--- config.mk ---
export PLATFORM = sky130hd
export DESIGN_NAME = uart_tx_ctrl
export DESIGN_NICKNAME = d
export VERILOG_FILES = /design/src/rtl/uart_pkg.sv /design/src/rtl/uart_tx_ctrl.sv
export SDC_FILE = /design/constraint.sdc
export NUM_CORES = 1
export LEC_CHECK = 0
export CAP_MARGIN = 30
export CORE_MARGIN = 2
export CORE_UTILIZATION = 40
export DETAILED_ROUTE_END_ITERATION = 8
export GPL_ROUTABILITY_DRIVEN = 0
export HOLD_SLACK_MARGIN = 0.12
export PLACE_DENSITY = 0.64
export RECOVER_POWER = 100
export SLEW_MARGIN = 5
export SYNTH_ARGS = -nofsm -noshare
export SYNTH_HDL_FRONTEND = slang
export SYNTH_SLANG_ARGS = --single-unit
--- constraint.sdc ---
create_clock -name clk -period 2.93 [get_ports clk]
set_input_delay 0.7325 -clock clk [delete_from_list [all_inputs] [get_ports clk]]
set_output_delay 0.7325 -clock clk [all_outputs]
set_load 0.1 [all_outputs]
--- src/rtl/uart_pkg.sv ---
// Shared UART definitions: transmit FSM state type, oversample factor, data width.
// No logic of its own beyond a parity helper; no latency.
// No flow control here; users apply their own handshakes.
package uart_pkg;

    // Oversample ticks per bit period and payload width
    localparam int OVERSAMPLE = 16;
    localparam int DATA_BITS  = 8;

    // Terminal values for the tick counter and the data bit index
    localparam logic [3:0] TICK_LAST = 4'(OVERSAMPLE - 1);
    localparam logic [2:0] BIT_LAST  = 3'(DATA_BITS - 1);

    // Transmit FSM states
    typedef enum logic [2:0] {
        IDLE   = 3'd0,
        START  = 3'd1,
        DATA   = 3'd2,
        PARITY = 3'd3,
        STOP   = 3'd4
    } uart_tx_state_t;

    // Parity bit for a byte: even parity is the XOR of the bits, odd inverts it
    function automatic logic parity_bit(input logic [DATA_BITS-1:0] data, input logic odd);
        return (^data) ^ odd;
    endfunction

endpackage

--- src/rtl/uart_tx_ctrl.sv ---
// UART transmit framer: start, 8 data bits LSB first, optional parity, 1 or 2 stop bits.
// Line level follows accept by one cycle; each bit lasts 16 tx_tick pulses.
// tx_ready only in IDLE; tx_valid while busy is ignored, so the byte is held upstream.
module uart_tx_ctrl
    import uart_pkg::*;
(
    input  logic                 clk,
    input  logic                 rst,
    input  logic                 tx_tick,
    input  logic                 cfg_parity_en,
    input  logic                 cfg_parity_odd,
    input  logic                 cfg_stop2,
    input  logic [DATA_BITS-1:0] tx_data,
    input  logic                 tx_valid,
    output logic                 tx_ready,
    output logic                 tx,
    output logic                 tx_busy,
    output logic                 tx_done
);

    // Current state and per-bit bookkeeping
    uart_tx_state_t         r_state;
    logic [3:0]             r_tick_cnt;
    logic [2:0]             r_bit_idx;
    logic [DATA_BITS-1:0]   r_shift;

    // Frame configuration captured at accept so later input changes cannot disturb it
    logic                   r_par_en;
    logic                   r_par_bit;
    logic                   r_stop2;

    // Registered serial line so the pin never glitches on decode hazards
    logic                   r_tx;

    // Next-state values
    uart_tx_state_t         w_state_nxt;
    logic [3:0]             w_tick_cnt_nxt;
    logic [2:0]             w_bit_idx_nxt;
    logic [DATA_BITS-1:0]   w_shift_nxt;
    logic                   w_tx_nxt;
    logic                   w_done;

    // Handshake and bit-period decode
    logic                   w_accept;
    logic                   w_bit_end;

    assign w_accept  = (r_state == IDLE) && tx_valid;
    assign w_bit_end = (r_state != IDLE) && tx_tick && (r_tick_cnt == TICK_LAST);

    // Next-state logic: tick counting, bit sequencing and the line level for the next cycle
    always_comb begin
        w_state_nxt    = r_state;
        w_tick_cnt_nxt = r_tick_cnt;
        w_bit_idx_nxt  = r_bit_idx;
        w_shift_nxt    = r_shift;
        w_done         = 1'b0;
        w_tx_nxt       = 1'b1;

        // Ticks only count inside a frame; the accept-cycle tick falls in IDLE and is dropped
        if (r_state != IDLE && tx_tick) begin
            w_tick_cnt_nxt = w_bit_end ? 4'd0 : r_tick_cnt + 4'd1;
        end

        case (r_state)
            IDLE: begin
                if (w_accept) begin
                    w_state_nxt    = START;
                    w_tick_cnt_nxt = 4'd0;
                    w_bit_idx_nxt  = 3'd0;
                    w_shift_nxt    = tx_data;
                end
            end

            START: begin
                if (w_bit_end) begin
                    w_state_nxt   = DATA;
                    w_bit_idx_nxt = 3'd0;
                end
            end

            DATA: begin
                if (w_bit_end) begin
                    if (r_bit_idx == BIT_LAST) begin
                        w_state_nxt   = r_par_en ? PARITY : STOP;
                        w_bit_idx_nxt = 3'd0;
                    end else begin
                        w_bit_idx_nxt = r_bit_idx + 3'd1;
                        w_shift_nxt   = {1'b0, r_shift[DATA_BITS-1:1]};
                    end
                end
            end

            PARITY: begin
                if (w_bit_end) begin
                    w_state_nxt   = STOP;
                    w_bit_idx_nxt = 3'd0;
                end
            end

            STOP: begin
                // Bit index doubles as the stop-bit counter for two-stop-bit frames
                if (w_bit_end) begin
                    if (r_stop2 && r_bit_idx == 3'd0) begin
                        w_bit_idx_nxt = 3'd1;
                    end else begin
                        w_state_nxt   = IDLE;
                        w_bit_idx_nxt = 3'd0;
                        w_done        = 1'b1;
                    end
                end
            end

            default: begin
                w_state_nxt    = IDLE;
                w_tick_cnt_nxt = 4'd0;
                w_bit_idx_nxt  = 3'd0;
            end
        endcase

        // Line level belonging to the state entered at the next edge
        case (w_state_nxt)
            START:   w_tx_nxt = 1'b0;
            DATA:    w_tx_nxt = w_shift_nxt[0];
            PARITY:  w_tx_nxt = r_par_bit;
            default: w_tx_nxt = 1'b1;
        endcase
    end

    // State register with synchronous reset; configuration is captured only on accept
    always_ff @(posedge clk) begin
        if (rst) begin
            r_state    <= IDLE;
            r_tick_cnt <= 4'd0;
            r_bit_idx  <= 3'd0;
            r_shift    <= '0;
            r_par_en   <= 1'b0;
            r_par_bit  <= 1'b0;
            r_stop2    <= 1'b0;
            r_tx       <= 1'b1;
        end else begin
            r_state    <= w_state_nxt;
            r_tick_cnt <= w_tick_cnt_nxt;
            r_bit_idx  <= w_bit_idx_nxt;
            r_shift    <= w_shift_nxt;
            r_tx       <= w_tx_nxt;
            if (w_accept) begin
                r_par_en  <= cfg_parity_en;
                r_par_bit <= parity_bit(tx_data, cfg_parity_odd);
                r_stop2   <= cfg_stop2;
            end
        end
    end

    // Status outputs; done is masked by reset so an aborted frame never reports completion
    assign tx_ready = (r_state == IDLE);
    assign tx_busy  = (r_state != IDLE);
    assign tx_done  = w_done && !rst;
    assign tx       = r_tx;

endmodule

======== After elaboration in Yosys (flattened, before gate mapping) ========
Index checks and enable logic that the tools add are counted.
cells by class
  $add $sub $neg .......................... 2
  multipliers ............................. 0
  divide/modulo/power cells ............... 0
  order comparisons ....................... 0
  eq/ne operators ......................... 14
  shift operators ......................... 0
  muxes and demuxes ....................... 28
  bitwise operators ....................... 1
  reductions and logical operators ........ 15
operator list
  cell                                                    count
  two-way mux 3 bit                                       13
  two-way mux 8 bit                                       3
  one-hot mux 8 bit (2 select lines)                      1
  one-hot mux 3 bit (5 select lines)                      1
  == test 3 x 2 -> 1 bit (second input constant)          4
  two-way mux 4 bit                                       3
  one-hot mux 3 bit (4 select lines)                      1
  one-hot mux 4 bit (2 select lines)                      1
  AND reduction 4 bit                                     2
  parity 8 bit                                            1
  == test 3 x 1 -> 1 bit (second input constant)          2
  == test 3 bit (second input constant)                   2
  logical NOT 3 bit                                       2
  inequality test 2 bit (second input constant)           3
  logical AND 1 bit                                       5
  adder 4 x 1 -> 4 bit (second input constant)            1
  == test 4 bit (second input constant)                   1
  two-way mux 1 bit                                       4
  inequality test 2 x 1 -> 1 bit (second input constant)  2
  OR reduction 4 bit                                      1
  adder 3 x 1 -> 3 bit (second input constant)            1
  one-hot mux 1 bit (3 select lines)                      1
  nonzero test 3 bit                                      1
  nonzero test 2 bit                                      1
  other kinds (3)                                         3
word-level totals
  flip-flop bits (word level) ............. 22
  latch bits .............................. 0
  memory bits (writable) .................. 0
  bits in read-only memories .............. 0
  input port bits ......................... 15
  output and inout bits ................... 4
  logic and storage cells ................. 69
  memories ................................ 0

======== Logic depth before layout (Yosys ltp) ========
Gate-level depths: netlist of the first run.
  word-level depth ........................ 7
  depth in mapped cells ................... 8
  mapped depth without buffers ............ 7

======== Worst setup path after synthesis of the first run ========
OpenSTA, ideal clock, no wires.
  path type ............................... input-to-output
  start ................................... in tx_tick
  end ..................................... out tx_done
  arrival time ............................ 3.110 ns
  path slack .............................. -0.913 ns
  stages .................................. 3
  path buffers ............................ 0
  path through ............................ and4_1 nand2_1 nor3_1
between the ends
  word-level cells in the longest chain between the ends .. 5
RTL lines
  item                            RTL line             source
  start: declaration              uart_tx_ctrl.sv:9    input logic tx_tick,
  logical AND 1 bit (2 in a row)  uart_tx_ctrl.sv:48   assign w_bit_end = (r_state != IDLE) && tx_tick && (r_tick_cnt == TICK_LAST);
  two-way mux 1 bit               uart_tx_ctrl.sv:102  if (w_bit_end) begin
  two-way mux 1 bit               uart_tx_ctrl.sv:64   case (r_state)
  logical AND 1 bit               uart_tx_ctrl.sv:157  assign tx_done = w_done && !rst;
  end: declaration                uart_tx_ctrl.sv:18   output logic tx_done
No other way between the ends.

======== Final worst setup path of the first run ========
Ends and elaborated chain as after synthesis.

==> results_dict.tcl, run 1 <==
set metrics [dict create \
    outcome "completed" \
    layout_common_cells "dfxtp_1, nand2_1, a21oi_1, clkdlybuf4s50_1, nor2_1" \
    stdcell_count 186 \
    postCtsHoldBufs 0 \
    syn2layout_area_growth_pct 18.81 \
    synth_simple_gate_area_frac 0.2268 \
    postCtsSetupBuffers 0 \
    synth-seq-cells 22 \
    crit_slowest_cell "clkdlybuf4s50_1" \
    ctsResizeCount 0 \
    cts_made_buffers 3 \
    synth_compound_area_frac 0.2111 \
    synth_mux_area_frac 0.02508 \
    synth-seq-area-share 0.3678 \
    finalNetCount 175 \
    drt_iter0_markers 36 \
    portBuffers 18 \
    grt_max_degree 18 \
    cts_tree "done" \
    fin_worst_skew_ns 0.01113 \
    grt-ovfl-total 0 \
    synth_top_area_share 0.3678 \
    initial_utilization 0.4269 \
    power.total_uw 683.1 \
    drv_cap 0 \
    synth_top_family_by_area "simple AND/OR/NAND/NOR gates" \
    p_per_area_nw_per_um2 480.2 \
    avgViaCountPerCell 5.548 \
    dr.pass1.iters 4 \
    post_dp_cell_area_um2 1406 \
    synth_edf_count 0 \
    setup_violations 0 \
    die_y_um 58.71 \
    grt_usage 0.1586 \
    fmax_ghz 0.3583 \
    synth_area_um2 1197 \
    crit_path_cell_trace "clkdlybuf4s50_1 > and4_1 > nand2_1 > nor3_4 > buf_6" \
    dp.cells 182 \
    post-route-min-period_ns 2.791 \
    endpoint_kind "output pin" \
    arrival_ns 2.06 \
    ant_nets 0 \
    setup_tns_ns 0 \
    yosysWarnings 0 \
    drt-total-wl_mm 2.477 \
    clk_latency_ns 0.32 \
    required_ns 2.20 \
    clkTransAtPathRegs_ns 0.14 \
    final_common_cell "dfxtp_1" \
    critical_path.top_delay_family "buffers and inverters" \
    synthCells 138 \
    root_buffer "clkbuf_4" \
    n_antenna_cell 0 \
    cts.sinks 22 \
    crit_buf_inv 2 \
    critPathMaxStageDelay_ns 0.49 \
    critPathKind "in2out" \
    drv_slew 0 \
    vdd.ir_drop.worst_mv 0.3064 \
    ys.flop_type "dfxtp_1" \
    drc_errors 0 \
    synth.area.top_cells "dfxtp_1, a21oi_1, nand2_1" \
    dr_total_vias 1032 \
    die_area_um2 3447 \
    hold_viol 0 \
    grt_antenna_before_repair 0 \
    hold_class "reg2reg" \
    htreeDepth 1 \
    rsz0062_at_grt "no" \
    grt_pass1_vias 969 \
    io_pins 19 \
    synth_xor_area_frac 0.07001 \
    post-route-period-util 0.9525 \
    post_drt_wl_per_cell_um 13.32 \
    grt_pass1_wl_mm 4.215 \
    syn_nets 157 \
    num_rows 19 \
    startpoint_type "input pin" \
    die_w_um 58.71 \
    drive_gt1_frac 0.09677 \
    path_max_fanout 5 \
    design_area_um2 1423 \
    core_um2 2805 \
    synthArstFlopShare 0 \
    avgSynthCellArea_um2 8.677 \
    synth_cell_types 43 \
    power_leakage_nw 0.5574 \
    cts_buffer_depth 2 \
    hpwl_mm 1.894 \
    synth-adder-area-share 0.04180 \
    max_slew_margin 0.2288 \
    tightest_slew_ns 1.162 \
    yosysTopAreaCell "dfxtp_1" \
]
registers in the layout (all words and copies together), names as in the netlist:
| signal | flops |
|---|---|
| r_shift | 8 |
| r_bit_idx | 3 |
| r_stop2 | 1 |
| tx | 1 |
| r_state | 3 |
| r_tick_cnt | 4 |
| r_par_en | 1 |
| r_par_bit | 1 |
power by group:
part           leakage [nW]  total, mW  internal, mW  switching [mW]
sequential            0.180      0.321         0.312         0.00874
clock                0.0279      0.240         0.138           0.102
combinational         0.350      0.122        0.0538          0.0679
total                 0.557      0.683         0.505           0.178
layer usage:
| metal | wire [µm] | GRT usage |
|---|---|---|
| met1 | 1186 | 0.2131 |
| met2 | 1146 | 0.2520 |
| met3 | 92 | 0.01978 |
| met4 | 52 | 0.07792 |
| met5 | 0 | 0 |
kinds of logic (layout without fill, tap and decap cells):
kind of cell	Yosys count	in the layout
buf+inv	15	32
fa+ha+maj	4	4
mux	3	3
simple gates	49	49
compound gates	37	37
xor+xnor	8	8
flops	22	22
Yosys cell counts, drive strengths merged, types with 3 or more instances:
cell type,n
dfxtp,22
nand2,18
a21oi,16
nor2,13
inv,8
a22oi,6
buf,6
xnor2,5
ha,4
mux2i,3
nand4,3
o21ai,3
final timing paths:
path                                              start                 endpoint  slack [ns]  cells after the start
worst min-delay path            r_shift[5]$_SDFFE_PP0P_  r_shift[5]$_SDFFE_PP0P_        0.46                      2
worst min register to register  r_shift[5]$_SDFFE_PP0P_  r_shift[5]$_SDFFE_PP0P_        0.46                      2
worst max-delay path                            tx_tick                  tx_done        0.14                      5
worst max register to register    r_state[2]$_SDFF_PP0_            tx$_SDFF_PP1_        0.83                      6
final cells by class:
class                   count  area, µm²
fillers                   273       1383
multi-input cells         101      688.2
flip-flops and latches     22      440.4
repair buffers             20      172.7
well taps                  31      38.79
clock inverters             1      30.03
inverters                   8      30.03
clock buffers               3      22.52
worst min-delay path, stage by stage (launching register included):
cell	delay, ns
dfxtp_1	0.33
nand2_1	0.05
a21oi_1	0.05
stage by stage:
step | hold slack [ns] | setup WS, ns | util
after floorplan | 0.4360 | 0.3253 | -
final | 0.4639 | 0.1391 | 0.5071
after global routing | 0.4970 | 0.05600 | 0.5071
after detailed placement | 0.4480 | 0.1392 | 0.5013
after CTS | 0.4663 | 0.1383 | 0.5201
after global placement | 0.4474 | 0.1751 | 0.5013
(Power assumes the default switching activity.)
==> run 2: changes to the inputs <==
--- a/config.mk
+++ b/config.mk
@@ -13,7 +13,7 @@
 export HOLD_SLACK_MARGIN = 0.12
 export PLACE_DENSITY = 0.64
 export RECOVER_POWER = 100
-export SLEW_MARGIN = 5
+export SLEW_MARGIN = 20
 export SYNTH_ARGS = -nofsm -noshare
 export SYNTH_HDL_FRONTEND = slang
 export SYNTH_SLANG_ARGS = --single-unit
==> constraint.sdc (replaced) <==
create_clock -name clk -period 2.7 [get_ports clk]
set_input_delay 0.675 -clock clk [delete_from_list [all_inputs] [get_ports clk]]
set_output_delay 0.675 -clock clk [all_outputs]
set_load 0.1 [all_outputs]
==> run 2 against run 1 <==
  * Count of clock-buffer cells in the layout unchanged
  * Hold slack better by 0.00095 ns
  * Setup slack worse by 0.027 ns
  * Critical path depth unchanged
==> results_dict.tcl, run 2 (synthesis results as in run 1) <==
set metrics [dict create \
    dr.pass1.iters 4 \
    hold_viol 0 \
    avgViaCountPerCell 5.722 \
    drt-total-wl_mm 2.509 \
    hold_class "reg2reg" \
    drc_errors 0 \
    stdcell_count 187 \
    p_per_area_nw_per_um2 511.6 \
    tightest_slew_ns 1.165 \
    largest-register "r_shift" \
    dp.cells 183 \
    fmax_ghz 0.3864 \
    cts_tree "done" \
    cts_buffer_depth 2 \
    die_w_um 58.71 \
    arrival_ns 1.91 \
    power.total_uw 738.0 \
    post-route-min-period_ns 2.588 \
    grt_usage 0.1576 \
    finalNetCount 176 \
    htreeDepth 1 \
    vdd.ir_drop.worst_mv 0.4117 \
    portBuffers 18 \
    grt_pass1_vias 978 \
    max_slew_margin 0.2267 \
    endpoint_kind "output pin" \
    rsz0062_at_grt "no" \
    ctsResizeCount 0 \
    critPathMaxStageDelay_ns 0.49 \
    drv_slew 0 \
    reg2reg_from "r_bit_idx[0]$_SDFFE_PP0P_" \
    crit_slowest_cell "clkdlybuf4s50_1" \
    layout_common_cells "dfxtp_1, nand2_1, a21oi_1, clkdlybuf4s50_1, nor2_1" \
    ant_nets 0 \
    required_ns 2.03 \
    grt_max_degree 18 \
    cts_made_buffers 3 \
    holdPathStages 2 \
    largestRegisters "r_shift x8, r_tick_cnt x4" \
    syn2layout_area_growth_pct 20.48 \
    n_antenna_cell 0 \
    grt-ovfl-total 0 \
    grt_antenna_before_repair 0 \
    clk_latency_ns 0.31 \
    postCtsSetupBuffers 0 \
    startpoint "tx_tick" \
    io_pins 19 \
    postCtsHoldBufs 0 \
    grt_pass1_wl_mm 4.146 \
    dr_total_vias 1070 \
    final_common_cell "dfxtp_1" \
    drv_cap 0 \
    setup_tns_ns 0 \
    drt_iter0_markers 24 \
    clkTransAtPathRegs_ns 0.13 \
    die_area_um2 3447 \
    post_dp_cell_area_um2 1426 \
    cts.sinks 22 \
    fin_worst_skew_ns 0.008922 \
    path_max_fanout 3 \
    design_area_um2 1443 \
    drive_gt1_frac 0.08333 \
    setup_violations 0 \
    post-route-period-util 0.9585 \
    hpwl_mm 1.957 \
    die_y_um 58.71 \
    crit_path_cell_trace "clkdlybuf4s50_1 > and4_1 > nand2_1 > nor3_4 > buf_6" \
    root_buffer "clkbuf_4" \
    rr_worst_depth 7 \
    post_drt_wl_per_cell_um 13.42 \
    num_rows 19 \
    outcome "completed" \
    power_leakage_nw 0.5688 \
    largest_reg_flops 8 \
    initial_utilization 0.4269 \
    startpoint_type "input pin" \
    critPathKind "in2out" \
    worstHoldStart "r_shift[5]$_SDFFE_PP0P_" \
    core_um2 2805 \
]
==> run 2: per-stage QoR <==
| stage | setup slack (ns) | hold WS (ns) | util |
|---|---|---|---|
| 3_3_place_gp | 0.1260 | 0.4466 | 0.5085 |
| 4_1_cts | 0.09494 | 0.4658 | 0.5272 |
| 5_1_grt | 0.04447 | 0.5001 | 0.5143 |
| 3_5_place_dp | 0.09272 | 0.4478 | 0.5085 |
| 6_report | 0.1119 | 0.4649 | 0.5143 |
| 2_1_floorplan | 0.2103 | 0.4360 | - |
==> run 2: layout make-up <==
class | count | area [µm²]
Timing Repair Buffer | 21 | 195.2
Fill cell | 291 | 1363
Clock inverter | 1 | 30.03
Tap cell | 31 | 38.79
Inverter | 8 | 30.03
Sequential cell | 22 | 440.4
Multi-Input combinational cell | 101 | 685.7
Clock buffer | 3 | 22.52
==> run 2: critical path, delay by kind of cell <==
kind / cells / cell delay [ns]
buffers and inverters: 2 / 0.73
AND/OR/NAND/NOR: 3 / 0.51
==> run 2: power breakdown <==
part / total (mW) / internal [mW] / switching [mW]
Combinational: 0.136 / 0.0617 / 0.0739
Clock: 0.254 / 0.150 / 0.104
Sequential: 0.348 / 0.339 / 0.00917
Total: 0.738 / 0.551 / 0.187
==> run 2: final timing paths <==
| check | to | slack (ns) |
|---|---|---|
| setup / recovery | tx_done | 0.11 |
| hold / removal | r_shift[5]$_SDFFE_PP0P_ | 0.46 |
| setup reg to reg | tx$_SDFF_PP1_ | 0.43 |
| hold reg to reg | r_shift[5]$_SDFFE_PP0P_ | 0.46 |
==> run 2: layer usage <==
layer | vias to the layer above | track usage | share of wire
met5 | - | 0 | 0
met4 | 0 | 0.04870 | 0.0048
met3 | 2 | 0.03956 | 0.064
met2 | 34 | 0.2729 | 0.49
met1 | 509 | 0.1921 | 0.44
li1 | 525 | - | -
==> run 3: changes to the inputs <==
--- a/config.mk
+++ b/config.mk
@@ -11,7 +11,7 @@
 export DETAILED_ROUTE_END_ITERATION = 8
 export GPL_ROUTABILITY_DRIVEN = 0
 export HOLD_SLACK_MARGIN = 0.12
-export PLACE_DENSITY = 0.64
+export PLACE_DENSITY = 0.65
 export RECOVER_POWER = 100
 export SLEW_MARGIN = 20
 export SYNTH_ARGS = -nofsm -noshare
==> run 3 against run 2 <==
  * Cell count unchanged
  * The run now ends with DRC left
  * Total power up 0.28%
  * Fmax up 0.57%
  * Sequential power about the same
==> results_dict.tcl, run 3 (synthesis results as in run 1) <==
set metrics [dict create \
    ctsResizeCount 0 \
    postCtsSetupBuffers 0 \
    clkTransAtPathRegs_ns 0.13 \
    p_seq_frac 0.471 \
    vdd.ir_drop.worst_mv 0.3958 \
    cts_made_buffers 3 \
    drt-total-wl_mm 2.624 \
    num_rows 19 \
    dr_total_vias 1054 \
    post_drt_wl_per_cell_um 14.03 \
    drt_iter0_markers 46 \
    switching_share 0.2586 \
    setup_ws_ns 0.1266 \
    path_max_fanout 3 \
    portBuffers 18 \
    ant_nets 0 \
    drv_slew 0 \
    outcome "finished, violations left" \
    fmax_ghz 0.3886 \
    layout_common_cells "dfxtp_1, nand2_1, a21oi_1, clkdlybuf4s50_1, nor2_1" \
    hold_class "reg2reg" \
    setup_violations 0 \
    grt_pass1_wl_mm 4.471 \
    cts_tree "done" \
    share_comb_of_total_power 0.182 \
    p_int_uw 548.7 \
    drv_cap 0 \
    grt_antenna_before_repair 0 \
    die_area_um2 3447 \
    largest-register "r_shift" \
    power_switching_uw 191.4 \
    post-route-period-util 0.9531 \
    cts_buffer_depth 2 \
    root_buffer "clkbuf_4" \
    critPathKind "in2out" \
    die_y_um 58.71 \
    fin_worst_skew_ns 0.01179 \
    n_antenna_cell 0 \
    setup_tns_ns 0 \
    grt_pass1_vias 1048 \
    hpwl_mm 1.967 \
    largest_reg_flops 8 \
    dr.pass1.iters 6 \
    grt-ovfl-total 0 \
    die_w_um 58.71 \
    rsz0062_at_grt "no" \
    final_common_cell "dfxtp_1" \
    syn2layout_area_growth_pct 19.23 \
    grt_usage 0.1699 \
    htreeDepth 1 \
    arrival_ns 1.90 \
    avgViaCountPerCell 5.636 \
    drc_errors 1 \
    endpoint_kind "output pin" \
    hold_viol 0 \
    p_clk_frac 0.347 \
    required_ns 2.03 \
    max_slew_margin 0.2296 \
    grt_max_degree 18 \
    post-route-min-period_ns 2.573 \
    tightest_slew_ns 1.161 \
    power_leakage_nw 0.5613 \
    core_um2 2805 \
    postCtsHoldBufs 0 \
    largestRegisters "r_shift x8, r_tick_cnt x4" \
    startpoint_type "input pin" \
    initial_utilization 0.4269 \
    cts.sinks 22 \
    clk_latency_ns 0.32 \
    finalNetCount 176 \
    violations "DRC" \
    whs_ns 0.4686 \
    p_per_area_nw_per_um2 518.4 \
    pre_cts_ws_ns 0.1067 \
    io_pins 19 \
    drive_gt1_frac 0.08333 \
]
==> run 3: worst paths after layout <==
| kind | cells after the start | slack [ns] | start | end |
|---|---|---|---|---|
| max | 5 | 0.13 | tx_tick | tx_done |
| max reg2reg | 7 | 0.48 | r_bit_idx[0]$_SDFFE_PP0P_ | tx$_SDFF_PP1_ |
| min reg2reg | 2 | 0.47 | r_shift[6]$_SDFFE_PP0P_ | r_shift[6]$_SDFFE_PP0P_ |
| min | 2 | 0.47 | r_shift[6]$_SDFFE_PP0P_ | r_shift[6]$_SDFFE_PP0P_ |
==> run 3: power groups by stage <==
stage                     sequential (mW)  clock, mW  combinational (mW)
after floorplan                     0.361          0              0.0878
after global placement              0.355          0               0.139
after detailed placement            0.356          0               0.142
after CTS                           0.348      0.264               0.144
after global routing                0.351      0.277               0.145
final                               0.348      0.257               0.135
==> run 3: layout make-up <==
cell class / count / area [µm²]
clock buffer: 3 / 22.52
clock inverter: 1 / 30.03
fill: 274 / 1378
inverter: 8 / 30.03
multi-input combinational: 101 / 685.7
sequential: 22 / 440.4
tap: 31 / 38.79
timing repair buffer: 21 / 180.2
==> run 3: worst max-delay path, cell delays in order <==
cell	delay, ns
clkdlybuf4s50_1	0.49
and4_1	0.20
nand2_1	0.11
nor3_4	0.18
buf_6	0.24
==> run 3: through the flow <==
step	total power, mW	util	instance area, µm²	std cells
after floorplan	0.4488	-	1209	138
after global placement	0.4934	0.5085	1426	183
after detailed placement	0.4980	0.5085	1426	183
after CTS	0.7559	0.5272	1479	187
after global routing	0.7731	0.5089	1428	187
final	0.7401	0.5089	1428	187
==> run 3: per-layer routing <==
layer,part of all wire,vias to the layer above,wire length (µm),GRT usage
met5,0,-,0,0
met4,0.0065,0,17,0.06169
met3,0.051,2,135,0.05055
met2,0.52,28,1361,0.2986
met1,0.42,501,1109,0.1946
li1,-,523,-,-
